===== config.mk =====
export PLATFORM = sky130hd
export DESIGN_NAME = traffic_light_seq
export DESIGN_NICKNAME = d
export VERILOG_FILES = /design/src/rtl/traffic_light_seq.sv
export SDC_FILE = /design/constraint.sdc
export NUM_CORES = 1
export LEC_CHECK = 0
export CAP_MARGIN = 20
export CELL_PAD_IN_SITES_DETAIL_PLACEMENT = 0
export CELL_PAD_IN_SITES_GLOBAL_PLACEMENT = 2
export CORE_UTILIZATION = 36
export CTS_BUF_LIST = sky130_fd_sc_hd__clkbuf_2
export DETAILED_ROUTE_END_ITERATION = 6
export PLACE_DENSITY = 0.88
export SLEW_MARGIN = 20
export SYNTH_ARGS = -nofsm -noshare
export SYNTH_HDL_FRONTEND = slang
export SYNTH_SLANG_ARGS = --single-unit
export TNS_END_PERCENT = 50

===== constraint.sdc =====
create_clock -name clk_i -period 3.3 [get_ports clk_i]
set_input_delay 0.66 -clock clk_i [delete_from_list [all_inputs] [get_ports clk_i]]
set_output_delay 0.66 -clock clk_i [all_outputs]
set_load 0.01 [all_outputs]

===== src/rtl/traffic_light_seq.sv =====
// Purpose : timed traffic-light sequencer, INIT(WHITE) -> GREEN -> YELLOW -> RED -> GREEN ...
// Latency : new color/remain/phase_start appear one clock after the terminating tick edge
// Backpr. : none; en_i low freezes prescaler, phase counter, state and pedestrian latch
//
// Ports:
//   clk_i         system clock
//   rst_ni        asynchronous active-low reset
//   en_i          run enable, freezes all counting when low
//   ped_req_i     pedestrian request, level-sampled every clock
//   color_o       WHITE 2'b00, RED 2'b01, GREEN 2'b10, YELLOW 2'b11
//   remain_o      ticks remaining in the current phase
//   phase_start_o one-clock pulse in the first clock of a new phase
//   ped_pend_o    latched pedestrian request pending
module traffic_light_seq #(
  parameter int TICK_DIV  = 50_000_000,
  parameter int INIT_T    = 2,
  parameter int GREEN_T   = 10,
  parameter int YELLOW_T  = 3,
  parameter int RED_T     = 8,
  parameter int MIN_GREEN = 4,
  parameter int CNT_W     = 8
) (
  input  logic             clk_i,
  input  logic             rst_ni,
  input  logic             en_i,
  input  logic             ped_req_i,
  output logic [1:0]       color_o,
  output logic [CNT_W-1:0] remain_o,
  output logic             phase_start_o,
  output logic             ped_pend_o
);

  localparam int PW = $clog2(TICK_DIV);

  localparam logic [1:0] C_WHITE  = 2'b00;
  localparam logic [1:0] C_RED    = 2'b01;
  localparam logic [1:0] C_GREEN  = 2'b10;
  localparam logic [1:0] C_YELLOW = 2'b11;

  typedef enum logic [1:0] {
    S_INIT   = 2'd0,
    S_GREEN  = 2'd1,
    S_YELLOW = 2'd2,
    S_RED    = 2'd3
  } state_t;

  state_t           state_q, state_d;
  logic [PW-1:0]    presc_q, presc_d;
  logic [CNT_W-1:0] elapsed_q, elapsed_d;
  logic [CNT_W-1:0] remain_q, remain_d;
  logic             ped_pend_q, ped_pend_d;
  logic             phase_start_q, phase_start_d;
  logic             tick;
  logic             advance;

  // Phase duration minus one, used both for the terminating compare and remain_o.
  function automatic logic [CNT_W-1:0] dur_m1(input state_t s);
    case (s)
      S_INIT:   dur_m1 = CNT_W'(INIT_T - 1);
      S_GREEN:  dur_m1 = CNT_W'(GREEN_T - 1);
      S_YELLOW: dur_m1 = CNT_W'(YELLOW_T - 1);
      S_RED:    dur_m1 = CNT_W'(RED_T - 1);
      default:  dur_m1 = CNT_W'(INIT_T - 1);
    endcase
  endfunction

  assign tick = en_i && (presc_q == PW'(TICK_DIV - 1));

  always_ff @(posedge clk_i or negedge rst_ni) begin
    if (!rst_ni) begin
      state_q       <= S_INIT;
      presc_q       <= '0;
      elapsed_q     <= '0;
      remain_q      <= CNT_W'(INIT_T - 1);
      ped_pend_q    <= 1'b0;
      phase_start_q <= 1'b0;
    end else begin
      state_q       <= state_d;
      presc_q       <= presc_d;
      elapsed_q     <= elapsed_d;
      remain_q      <= remain_d;
      ped_pend_q    <= ped_pend_d;
      phase_start_q <= phase_start_d;
    end
  end

  always_comb begin
    state_d   = state_q;
    elapsed_d = elapsed_q;
    presc_d   = presc_q;
    advance   = 1'b0;

    if (en_i) begin
      presc_d = tick ? '0 : presc_q + PW'(1);
    end

    if (tick) begin
      case (state_q)
        S_INIT: begin
          if (elapsed_q == dur_m1(S_INIT)) begin
            state_d = S_GREEN;
            advance = 1'b1;
          end
        end
        S_GREEN: begin
          // Pedestrian cut uses the registered latch, so a request seen on
          // this tick only shortens GREEN from the next tick on.
          if ((elapsed_q == dur_m1(S_GREEN)) ||
              (ped_pend_q && (elapsed_q >= CNT_W'(MIN_GREEN - 1)))) begin
            state_d = S_YELLOW;
            advance = 1'b1;
          end
        end
        S_YELLOW: begin
          if (elapsed_q == dur_m1(S_YELLOW)) begin
            state_d = S_RED;
            advance = 1'b1;
          end
        end
        S_RED: begin
          if (elapsed_q == dur_m1(S_RED)) begin
            state_d = S_GREEN;
            advance = 1'b1;
          end
        end
        default: begin
          state_d = S_INIT;
          advance = 1'b1;
        end
      endcase
      elapsed_d = advance ? '0 : elapsed_q + CNT_W'(1);
    end

    remain_d      = dur_m1(state_d) - elapsed_d;
    phase_start_d = advance;

    // Clearing on RED entry takes priority over a same-clock request.
    ped_pend_d = ped_pend_q;
    if (en_i) begin
      if (advance && (state_d == S_RED)) begin
        ped_pend_d = 1'b0;
      end else if (ped_req_i && (state_q != S_RED)) begin
        ped_pend_d = 1'b1;
      end
    end
  end

  always_comb begin
    color_o = C_WHITE;
    case (state_q)
      S_INIT:   color_o = C_WHITE;
      S_GREEN:  color_o = C_GREEN;
      S_YELLOW: color_o = C_YELLOW;
      S_RED:    color_o = C_RED;
      default:  color_o = C_WHITE;
    endcase
  end

  assign remain_o      = remain_q;
  assign phase_start_o = phase_start_q;
  assign ped_pend_o    = ped_pend_q;

endmodule


==> out/metrics.yaml, run 1 <==
status:
  outcome: "complete, no violations"
routing:
  first_pass_iters: 4
  wl_met2_mm: 2.480
  drc: 0
  wl_met3_um: 204
  vias: 2048
  highest_layer: "met4"
  m1WireLength_mm: 2.710
  vias_per_cell: 4.971
  first_iter_violations: 119
  routed_wl_mm: 5.484
  wl_per_cell_um: 13.31
  ant_nets: 0
critical_path:
  r2r_start: "elapsed_q[7]"
  crit_type: "reg -> reg"
  cp_slowest_cell: "dfrtp_1"
  cp.arrival_ns: 3.44
  critical_path.cell_chain: "nor4_4, a31oi_1, a211oi_1, o311a_1, a21oi_1, buf_4, nor2_1, ha_1, fa_2, inv_1, a21o_1, a21oi_1, a21oi_1, mux2i_1, o21ai_1"
  worst-path-buf-inv: 2
  cpMostUsedCell: "a21oi_1"
  r2r-end: "remain_o[6]"
  crit_family: "compound AO/OA/AOI/OAI gates"
  rr_worst_depth: 15
  path_max_fanout: 4
  worstPathRequired_ns: 3.62
  cp-start-kind: "flip-flop"
  slowest_delay_ns: 0.47
  reg2reg_slack_ns: 0.18
  critPathCaptureType: "flip-flop"
yosys:
  syn_area_um2: 2585
  synthTopCellsByArea: "dfrtp_1, xnor2_1, ha_1"
  async_flop_share_pct: 100.0
  syn_inst: 265
  ys_warn_count: 0
  synth_seq_cells: 46
  synth-edff-count: 0
  seq_area_frac_synth_pct: 44.58
  syn-num-nets: 282
  ys_types: 44
  synth.avg_cell_area_um2: 9.755
  yosys.area.top_type: "dfrtp_1"
  synth_top_area_share_pct: 43.56
  ys.flop_type: "dfrtp_1"
pwr:
  power_density_nw_per_um2: 303.9
  vdd_drop_max_uv: 209.9
  pwr-share-comb_pct: 9.4
  seqPwrFrac_pct: 66.6
  p_sw_mw: 0.2540
  clkPwrFrac_pct: 23.9
  p_leak_nw: 1.424
  sw_frac_of_total_pct: 26.55
  p_int_mw: 0.7026
timing:
  fin_crit_ns: 3.118
  setup_slack_ns: 0.1817
  maxSlewHeadroom_pct: 60.57
  max_slew.worst_pin.slew_ns: 0.5915
  hold_viol_final: 0
  clock_skew_ns: 0.01955
  finalCritPeriodShare_pct: 94.49
  rsz0062_at_grt: "true"
  drv_slew: 0
  fmax_ghz: 0.3207
  tns_ns: 0
  finalSetupViolCount: 0
hold_path:
  hold_path_class: "in -> async"
run:
  drv_cap: 0
placement:
  gp_congestion: 0.8636
  pre_cts_ws_ns: -0.2474
  place.detailed.hpwl_mm: 4.083
  port_buffers: 15
die:
  start_util_pct: 37.63
  fp.dieW_um: 86.74
  die_h_um: 86.74
  rows: 30
  core_region_area_um2: 6869
  ioPinCount: 16
  die_area_um2: 7523
grt:
  grt_pass1_wl_mm: 9.446
  grt-ovfl-total: 0
  antenna_found_initial: 0
  grt_util_all_layers_pct: 16.34
  grt_pass1_vias: 1989
  grt_max_degree: 47
clocking:
  ctsHoldBuffers: 0
  cts_tree: "built"
  clk_pin_slew_ns: 0.22
  cts.sinks: 46
  clk_latency_ns: 0.42
  clk_path_buf_depth: 2
  root_buffer: "clkbuf_2"
  cts_made_buffers: 5
  cts-htree-levels: 2
finish:
  fill_cells: 687
  area_delta_synth_final_pct: 21.78
  final_common_cell: "dfrtp_1"
  final_cell_mix: "dfrtp_1, buf_4, nor2_1"
  diodes: 0
  fin_nets: 333
  drive_gt1_share_pct: 19.62
Yosys cell counts (3+ instances only):
library cell,n
ha_1,12
o21ai_0,13
and3_1,4
nand3_1,11
nor3_1,4
and2_1,4
nand2b_1,4
nand4_1,6
nor4_1,5
a31oi_1,5
inv_1,16
or4_1,3
xor2_1,13
nor2_1,30
or2_2,4
xnor2_1,19
a21oi_1,12
clkbuf_1,4
dfrtp_1,45
nand2_1,18
and4_1,4
or3_1,3
worst max-delay path by stage:
stage	startpoint	endpoint	slack (ns)	cells past startpoint
after detailed placement	en_i	remain_o[5]	-0.25	16
after global routing	elapsed_q[7]	remain_o[5]	-0.05	13
after CTS	elapsed_q[5]	remain_o[5]	0.03	15
after global placement	en_i	remain_o[5]	-0.17	16
after floorplan	en_i	remain_o[5]	0.03	14
final	elapsed_q[7]	remain_o[6]	0.18	15
layout make-up:
cell class | instances | area, um^2 | area share (%)
multi-input combinational | 196 | 1366 | 43.40
sequential | 46 | 1152 | 36.61
inverter | 17 | 63.81 | 2.027
clock buffer | 7 | 35.03 | 1.113
tap | 96 | 120.1 | 3.816
timing repair buffer | 50 | 410.4 | 13.04
per-layer routing:
metal	global-route usage (%)	vias to the layer above
met5	0	-
met4	6.061	0
met1	22.69	994
met2	25.25	29
li1	-	1016
met3	3.238	9
power groups by stage:
stage               logic (mW)  registers [mW]  clock network [mW]
finish                  0.0902           0.637               0.229
global route             0.105           0.642               0.263
CTS                     0.0927           0.638               0.241
detailed placement      0.0926           0.648                   0
global placement        0.0888           0.646                   0
floorplan               0.0635           0.639                   0
registers in the layout (all words and copies together), names as in the netlist:
signal / count
elapsed_q: 8
ped_pend_o: 1
phase_start_o: 1
presc_q: 26
remain_o: 8
state_q: 2
cell families (layout without fill, tap and decap cells):
group	after synthesis	after routing	synth area share [%]
compound gates	41	41	9.438
xor+xnor	32	32	10.84
fa+ha+maj	13	13	6.583
buf+inv	23	74	3.436
flops	46	46	44.58
mux	2	2	0.8228
simple gates	108	108	24.30
stage by stage:
stage | total power, mW | utilization [%] | hold slack, ns | cells | area [um^2]
3_3_place_gp | 0.7344 | 44.85 | 0.4551 | 404 | 3080
5_1_grt | 1.009 | 45.83 | 0.2141 | 412 | 3148
2_1_floorplan | 0.7022 | - | 0.3644 | 265 | 2586
4_1_cts | 0.9719 | 45.46 | 0.4065 | 411 | 3123
3_5_place_dp | 0.7408 | 44.85 | 0.4807 | 404 | 3080
6_report | 0.9566 | 45.83 | 0.1997 | 412 | 3148
repair_timing:
item / 4_1_cts / 5_1_grt
pin swaps: 0 / 4
resized for setup: 1 / 5
setup buffers: 0 / 1
endpoints found under the hold margin: 0 / 0
endpoints found under the setup margin: 2 / 4
gates cloned: 0 / 0
Note: power is estimated with default switching activity, not from simulation.
==> run 2, diff against run 1 <==
--- a/config.mk
+++ b/config.mk
@@ -8,6 +8,7 @@
 export CAP_MARGIN = 20
 export CELL_PAD_IN_SITES_DETAIL_PLACEMENT = 0
 export CELL_PAD_IN_SITES_GLOBAL_PLACEMENT = 2
+export CORE_ASPECT_RATIO = 0.5
 export CORE_UTILIZATION = 36
 export CTS_BUF_LIST = sky130_fd_sc_hd__clkbuf_2
 export DETAILED_ROUTE_END_ITERATION = 6
==> out/metrics.yaml, run 2 (synthesized netlist as in run 1, its figures left out) <==
placement:
  port_buffers: 15  # unchanged
  place.detailed.hpwl_mm: 3.951  # -3.2%
  gp_congestion: 0.8881  # +2.8%
  dp_cells: 393  # -2.7%
  place_area_um2: 3023  # -1.9%
die:
  die_area_um2: 7544  # +0.28%
  die_h_um: 61.92  # -29%
  start_util_pct: 37.98  # +0.35 points
  ioPinCount: 16  # unchanged
  fp.dieW_um: 121.8  # +40%
  core_region_area_um2: 6805  # -0.93%
  rows: 21  # -30%
clocking:
  cts_tree: "built"
  clk_pin_slew_ns: 0.24  # +0.02 ns
  cts_made_buffers: 5  # unchanged
  root_buffer: "clkbuf_2"
  cts-htree-levels: 2  # unchanged
  clk_path_buf_depth: 2  # unchanged
  clk_latency_ns: 0.44  # +0.02 ns
  cts.sinks: 46  # unchanged
routing:
  routed_wl_mm: 5.405  # -1.4%
  wl_met3_um: 186  # -8.8%
  vias_per_cell: 5.007  # +0.74%
  wl_per_cell_um: 13.45  # +1.0%
  highest_layer: "met4"
  drc: 0  # unchanged
  ant_nets: 0  # unchanged
  first_pass_iters: 4  # unchanged
  vias: 2013  # -1.7%
  wl_met2_mm: 2.474  # -0.24%
  m1WireLength_mm: 2.701  # -0.33%
  first_iter_violations: 65  # -45%
finish:
  final_cells: 402  # -2.4%
  area_delta_synth_final_pct: 19.94
  final_common_cell: "dfrtp_1"
  largest_reg_flops: 26  # unchanged
  final_cell_mix: "dfrtp_1, nor2_1, buf_4"
  diodes: 0  # unchanged
  multiInputGateArea_um2: 1368  # about the same
  design_area_um2: 3100  # -1.5%
  fill_cells: 653  # -4.9%
  fin_nets: 326  # -2.1%
  largest-register: "presc_q"
  drive_gt1_share_pct: 19.03  # -0.59 points
  ff_latch_area_um2: 1157  # +0.43%
timing:
  rsz0062_at_grt: "false"
  fmax_ghz: 0.3260  # +1.7%
  fin_crit_ns: 3.068  # -0.05065 ns
  maxSlewHeadroom_pct: 57.12  # -3.5 points
  drv_slew: 0  # unchanged
  clock_skew_ns: 0.01947  # -0.00007630 ns
  finalCritPeriodShare_pct: 92.96  # -1.5 points
  max_slew.worst_pin.slew_ns: 0.6374  # +0.04588 ns
  hold_viol_final: 0  # unchanged
  finalSetupViolCount: 0  # unchanged
critical_path:
  r2r_start: "presc_q[9]"
  reg2reg_slack_ns: 0.23  # +0.05 ns
  crit_type: "reg -> reg"
  critPathCaptureType: "flip-flop"
  cp.arrival_ns: 3.47  # +0.03 ns
  path_max_fanout: 9  # +5
  worstPathRequired_ns: 3.70  # +0.08 ns
  rr_worst_depth: 15  # unchanged
  cp-start-kind: "flip-flop"
  r2r-end: "remain_o[6]"
grt:
  grt-ovfl-total: 0  # unchanged
  grt_pass1_wl_mm: 9.149  # -3.1%
  antenna_found_initial: 0  # unchanged
  grt_util_all_layers_pct: 15.81  # -0.53 points
  grt_max_degree: 47  # unchanged
  grt_pass1_vias: 1935  # -2.7%
status:
  outcome: "complete, no violations"
pwr:
  vdd_drop_max_uv: 122.3  # -42%
  p_leak_nw: 1.384  # -2.8%
  power_density_nw_per_um2: 313.0  # +3.0%
  power_mw: 0.9705  # +1.4%
hold_path:
  hold_path_class: "in -> async"
run:
  drv_cap: 0  # unchanged
run 2: cell count changes in the layout (fill, tap and decap cells not counted), moves of 2 or more:
| cell | delta |
|---|---|
| a21oi_2 | +2 |
| dfrtp_1 | -4 |
| a21oi_1 | -2 |
| buf_4 | -7 |
| dfrtp_2 | +4 |
run 2: what timing repair did:
| item | 4_1_cts | 5_1_grt |
|---|---|---|
| hold buffers | 0 | 0 |
| setup buffers | 0 | 1 |
| pin swaps | 0 | 1 |
| gates resized for setup | 2 | 8 |
| setup endpoints to repair | 2 | 5 |
run 2: final cells by class:
| cell class | count | share of cell area (%) |
|---|---|---|
| clock buffer | 6 | 0.9685 |
| clock inverter | 2 | 0.2825 |
| inverter | 17 | 2.058 |
| multi-input combinational | 196 | 44.11 |
| sequential | 46 | 37.33 |
| tap | 92 | 3.713 |
| timing repair buffer | 43 | 11.54 |
run 2: layer usage:
metal  track usage [%]  vias up
met5                 0        -
met4             4.762        0
met3             4.106        5
met2             26.63       35
met1             20.46      970
li1                  -     1003
run 2: how the worst max path moves through the flow:
stage,startpoint,to,slack [ns],cells after the start
2_1_floorplan,en_i,remain_o[5],0.03,14
4_1_cts,elapsed_q[0],remain_o[5],0.11,14
3_3_place_gp,en_i,remain_o[5],-0.25,16
5_1_grt,presc_q[9],remain_o[6],0.009,14
3_5_place_dp,en_i,remain_o[7],-0.31,15
6_report,presc_q[9],remain_o[6],0.23,15
run 2: per-stage QoR:
step,hold slack (ns),util (%),setup TNS (ns),worst slack (ns)
finish,0.1803,45.56,0,0.2323
global route,0.1797,45.56,0,0.009228
CTS,0.3679,45.16,0,0.1075
floorplan,0.3644,-,0,0.02825
detailed placement,0.4634,44.42,-1.156,-0.3051
global placement,0.4594,44.42,-0.8078,-0.2458
run 2: critical path: stages (launching register included):
cell and delay (ns):
dfrtp_2 0.50, nor4b_4 0.34, nand4_4 0.20, nor3_2 0.17, buf_4 0.20, a31oi_1 0.08, a31oi_1 0.23, nor2_1 0.09
ha_1 0.24, fa_1 0.39, inv_1 0.07, a21o_1 0.12, a21oi_2 0.07, a21oi_1 0.12, mux2i_1 0.08, o21ai_1 0.12
run 2: power by group:
part	internal (mW)	total (mW)	switching [mW]
sequential	0.601	0.638	0.0366
clock	0.0520	0.243	0.191
combinational	0.0462	0.0898	0.0436
==> run 3, diff against run 2 <==
--- a/config.mk
+++ b/config.mk
@@ -9,10 +9,11 @@
 export CELL_PAD_IN_SITES_DETAIL_PLACEMENT = 0
 export CELL_PAD_IN_SITES_GLOBAL_PLACEMENT = 2
 export CORE_ASPECT_RATIO = 0.5
-export CORE_UTILIZATION = 36
+export CORE_UTILIZATION = 40
 export CTS_BUF_LIST = sky130_fd_sc_hd__clkbuf_2
 export DETAILED_ROUTE_END_ITERATION = 6
-export PLACE_DENSITY = 0.88
+export PLACE_DENSITY = 0.92
+export REMOVE_ABC_BUFFERS = 1
 export SLEW_MARGIN = 20
 export SYNTH_ARGS = -nofsm -noshare
 export SYNTH_HDL_FRONTEND = slang
==> constraint.sdc (replaced) <==
create_clock -name clk_i -period 3.5 [get_ports clk_i]
set_input_delay 0.7 -clock clk_i [delete_from_list [all_inputs] [get_ports clk_i]]
set_output_delay 0.7 -clock clk_i [all_outputs]
set_load 0.01 [all_outputs]
==> out/metrics.yaml, run 3 (synthesized netlist as in run 1, its figures left out) <==
finish:
  final_common_cell: "dfrtp_1"
  largest-register: "presc_q"
  fill_cells: 603  # -7.7%
  diodes: 0  # unchanged
  area_delta_synth_final_pct: 18.34
  fin_nets: 320  # -1.8%
  final_cells: 391  # -2.7%
  drive_gt1_share_pct: 14.85  # -4.2 points
  largest_reg_flops: 26  # unchanged
  final_cell_mix: "dfrtp_1, nor2_1, buf_4"
pwr:
  sw_frac_of_total_pct: 26.03  # -1.9 points
  pwr-share-comb_pct: 9.1  # about the same
  p_sw_mw: 0.2555  # -5.7%
  power_mw: 0.9818  # +1.2%
  power_density_nw_per_um2: 320.9  # +2.5%
  p_leak_nw: 1.381  # -0.25%
  clkPwrFrac_pct: 29.5  # +4.5 points
  seqPwrFrac_pct: 61.4  # -4.4 points
  p_int_mw: 0.7262  # +3.8%
  vdd_drop_max_uv: 158.1  # +29%
die:
  rows: 20  # -4.8%
  die_area_um2: 6807  # -9.8%
  die_h_um: 58.85  # -5.0%
  start_util_pct: 41.99  # +4.0 points
  fp.dieW_um: 115.7  # -5.0%
  core_region_area_um2: 6156  # -9.5%
  ioPinCount: 16  # unchanged
grt:
  antenna_found_initial: 0  # unchanged
  grt_max_degree: 47  # unchanged
  grt_util_all_layers_pct: 17.93  # +2.1 points
  grt_pass1_wl_mm: 9.204  # +0.60%
  grt_pass1_vias: 1989  # +2.8%
  grt-ovfl-total: 0  # unchanged
clocking:
  post_cts_buffers: 0  # unchanged
  cts-htree-levels: 2  # unchanged
  cts.sinks: 46  # unchanged
  cts_made_buffers: 5  # unchanged
  clk_pin_slew_ns: 0.23  # about the same
  clk_path_buf_depth: 2  # unchanged
  root_buffer: "clkbuf_2"
  clk_latency_ns: 0.44  # about the same
  cts_tree: "built"
placement:
  port_buffers: 15  # unchanged
  dp_cells: 384  # -2.3%
  place.detailed.hpwl_mm: 4.007  # +1.4%
  pre_cts_ws_ns: -0.2375  # +0.06764 ns
  gp_congestion: 0.8209  # -7.6%
critical_path:
  reg2reg_slack_ns: 0.25  # +0.02 ns
  cp-endpoint: "remain_o[6]"
  path_max_fanout: 5  # -4
  crit_type: "reg -> reg"
  worstPathRequired_ns: 3.89  # +0.19 ns
  r2r_start: "elapsed_q[5]"
  cp-start-kind: "flip-flop"
  cp.arrival_ns: 3.63  # +0.16 ns
  rr_worst_depth: 14  # -1
  r2r-end: "remain_o[6]"
  cp-startpoint: "elapsed_q[5]"
  critPathCaptureType: "flip-flop"
timing:
  rsz0062_at_grt: "false"
  finalSetupViolCount: 0  # unchanged
  fin_crit_ns: 3.245  # +0.1776 ns
  drv_slew: 0  # unchanged
  finalCritPeriodShare_pct: 92.72  # -0.24 points
  hold_viol_final: 0  # unchanged
  setup_slack_ns: 0.2548  # +0.02241 ns
  maxSlewHeadroom_pct: 61.09  # +4.0 points
  clock_skew_ns: 0.01315  # -0.006323 ns
  fmax_ghz: 0.3081  # -5.5%
  max_slew.worst_pin.slew_ns: 0.5836  # -0.05382 ns
  tns_ns: 0  # unchanged
run:
  drv_cap: 0  # unchanged
routing:
  first_iter_violations: 71  # +9.2%
  wl_per_cell_um: 13.78  # +2.5%
  drc: 0  # unchanged
  vias: 2028  # +0.75%
  ant_nets: 0  # unchanged
  vias_per_cell: 5.187  # +3.6%
  routed_wl_mm: 5.388  # -0.31%
  first_pass_iters: 4  # unchanged
status:
  outcome: "complete, no violations"
hold_path:
  hold_path_class: "in -> async"
[run 3: changes by cell type in the layout (fill, tap and decap cells not counted), moves of 2 or more]
cell,change
a21oi_1,+2
buf_4,-6
a21oi_2,-2
dfrtp_1,+4
dfrtp_2,-4
[run 3: layout make-up]
cell class / instances / area [um^2] / area share [%]
inverters: 17 / 63.81 / 2.086
flip-flops and latches: 46 / 1152 / 37.67
multi-input cells: 196 / 1361 / 44.50
clock buffers: 5 / 25.02 / 0.8180
well taps: 88 / 110.1 / 3.599
clock inverters: 2 / 33.78 / 1.104
repair buffers: 37 / 312.8 / 10.22
[run 3: critical path, stage by stage, from the launching register on]
cell and delay (ns):
dfrtp_1 0.52, nor4_4 0.42, nand2b_1 0.15, o21ai_0 0.37, a31oi_1 0.14, a31oi_1 0.23, nor2_1 0.09, ha_1 0.23
fa_1 0.41, inv_1 0.07, a21o_1 0.11, a21oi_1 0.10, a21oi_1 0.13, mux2i_1 0.09, o21ai_1 0.12
[run 3: metrics by stage]
step	hold slack [ns]	utilization (%)	instance area (um^2)
2_1_floorplan	0.4044	-	2560
3_3_place_gp	0.4569	48.41	2980
3_5_place_dp	0.4967	48.41	2980
4_1_cts	0.4131	49.37	3039
5_1_grt	0.2067	49.70	3059
6_report	0.2019	49.70	3059
[run 3: power groups by stage]
| stage | Sequential (mW) | Combinational, mW | Clock [mW] |
|---|---|---|---|
| floorplan | 0.602 | 0.0588 | 0 |
| global placement | 0.608 | 0.0819 | 0 |
| detailed placement | 0.612 | 0.0912 | 0 |
| CTS | 0.602 | 0.0914 | 0.297 |
| global route | 0.608 | 0.102 | 0.321 |
| finish | 0.602 | 0.0894 | 0.290 |
[run 3: worst min path at each step]
stage	from	endpoint	slack (ns)	cells past startpoint
3_5_place_dp	presc_q[2]	presc_q[2]	0.50	1
2_1_floorplan	rst_ni	elapsed_q[0]	0.40	0
4_1_cts	rst_ni	presc_q[15]	0.41	1
6_report	rst_ni	presc_q[15]	0.20	1
5_1_grt	rst_ni	presc_q[18]	0.21	1
3_3_place_gp	presc_q[6]	presc_q[6]	0.46	1
[run 3: what timing repair did]
item / in CTS / in global routing
endpoints found under the setup margin: 0 / 3
hold buffers: 0 / 0
resized for setup: 0 / 3
[run 3: per-layer routing]
metal	vias up	share of wire (%)	routed length [um]	track usage (%)
li1	993	-	-	-
met1	989	49	2639	23.31
met2	38	46	2489	30.03
met3	8	3.3	177	4.016
met4	0	1.5	82	6.044
met5	-	0	0	0
==> patch, RTL diff (config.mk and constraints of run 3) <==
The 4 states of `state_t` get a one-hot encoding in 4 bits.
--- a/src/rtl/traffic_light_seq.sv
+++ b/src/rtl/traffic_light_seq.sv
@@ -39,7 +39,7 @@
 
-  typedef enum logic [1:0] {
-    S_INIT   = 2'd0,
-    S_GREEN  = 2'd1,
-    S_YELLOW = 2'd2,
-    S_RED    = 2'd3
+  typedef enum logic [3:0] {
+    S_INIT   = 4'b0001,
+    S_GREEN  = 4'b0010,
+    S_YELLOW = 4'b0100,
+    S_RED    = 4'b1000
   } state_t;
Formal check against the unedited RTL: same outputs for any inputs over 10 cycles, from zero or initial values and one cycle with rst_ni low; not proved beyond that.
==> patch against run 3 <==
Global-route usage is 0.24 points lower; wire length is 12% higher; worst hold slack gained 0.0062 ns; clock power grew 29%; design area up 9.6%; via count up 6.0%; sequential cell count up 2; power increased by 7.8%; synthesized area grew 3.3%; first-iteration DRC count grew 65%; clock skew up 0.024 ns; setup slack worse by 0.059 ns; utilization increased by 3.9 points.
==> patch: results <==
export IMPL_reg2reg_from="elapsed_q[4]$_DFF_PN0_"
export IMPL_status="finished, final reports clean"
export IMPL_grtUsageTotal=0.1769
export IMPL_detailed_place_area_mm2=0.003094
export IMPL_skew_ns=0.03703
export IMPL_grt_pass1_vias=1972
export IMPL_grt_max_degree=49
export IMPL_p_leak_nw=1.528
export IMPL_reg2reg_setup_slack_ns=0.20
export IMPL_ys_seq_area_frac=0.4508
export IMPL_fin_crit_sh=0.9441
export IMPL_met3_usage=0.04580
export IMPL_grt_pass1_wl_um=9501
export IMPL_wl_um=6020
export IMPL_route_met2_wl_um=2723
export IMPL_nNetsFinal=343
export IMPL_drive_gt1_frac=0.2394
export IMPL_grtUsageMet1=0.2358
export IMPL_drtIter0Drc=117
export IMPL_dr_wl_met3_um=139
export IMPL_ys_types=53
export IMPL_synthTopCellsByArea="dfrtp_1 43%, xnor2_1 6.6%, ha_1 3.7%"
export IMPL_cp_slowest_cell="or4_4"
export IMPL_worstRegToRegCells=15
export IMPL_internal_power_uw=805.1
patch: changes by cell type after synthesis, sizes merged, moves of 3 or more:
cell,before,now
o211ai,3,0
nand2,18,26
nor2,30,22
and3,4,7
buf,2,6
o31a,0,4
o21ai,14,18
a21oi,12,7
ha,12,8
and4,4,1
xor2,13,10
patch: power groups by stage:
stage                     Sequential [mW]  Combinational [mW]  Clock [mW]
after floorplan                     0.618              0.0418           0
after global placement              0.624              0.0633           0
after detailed placement            0.626              0.0679           0
after CTS                           0.616              0.0686       0.381
after global routing                0.621              0.0796       0.404
final                               0.617              0.0677       0.374
patch: layout make-up:
type	instances	area, um^2	share of cell area
multi-input combinational	201	1425	0.4250
sequential	48	1206	0.3597
timing repair buffer	57	462.9	0.1381
tap	88	110.1	0.03284
inverter	17	63.81	0.01903
clock inverter	2	60.06	0.01791
clock buffer	5	25.02	0.007463
patch: logic make-up (layout without fill, tap and decap cells):
group	count (synthesis)	in the layout	share of synthesized area
DFF	48	48	0.4508
buffers and inverters	25	81	0.04499
xor gates and xnor gates	30	30	0.09841
adders and majority gates	9	9	0.04499
AOI/OAI and AO/OA	47	47	0.1214
and+or+nand+nor	113	113	0.2310
muxes	2	2	0.008434
patch: stage by stage:
step                hold slack (ns)  std cells  total power, mW
CTS                          0.4213        406            1.065
global placement             0.4611        399           0.6870
detailed placement           0.4722        399           0.6936
finish                       0.2082        418            1.058
floorplan                    0.4044        266           0.6596
global route                 0.1981        418            1.104
patch: critical path, delay by kind of cell (launching register included):
family,cells,cell delay [ns]
AO/OA/AOI/OAI,4,0.67
XOR/XNOR,1,0.14
adder cells (fa/ha/maj),2,0.59
buffers and inverters,1,0.06
flip-flops,1,0.43
AND/OR/NAND/NOR,7,1.38
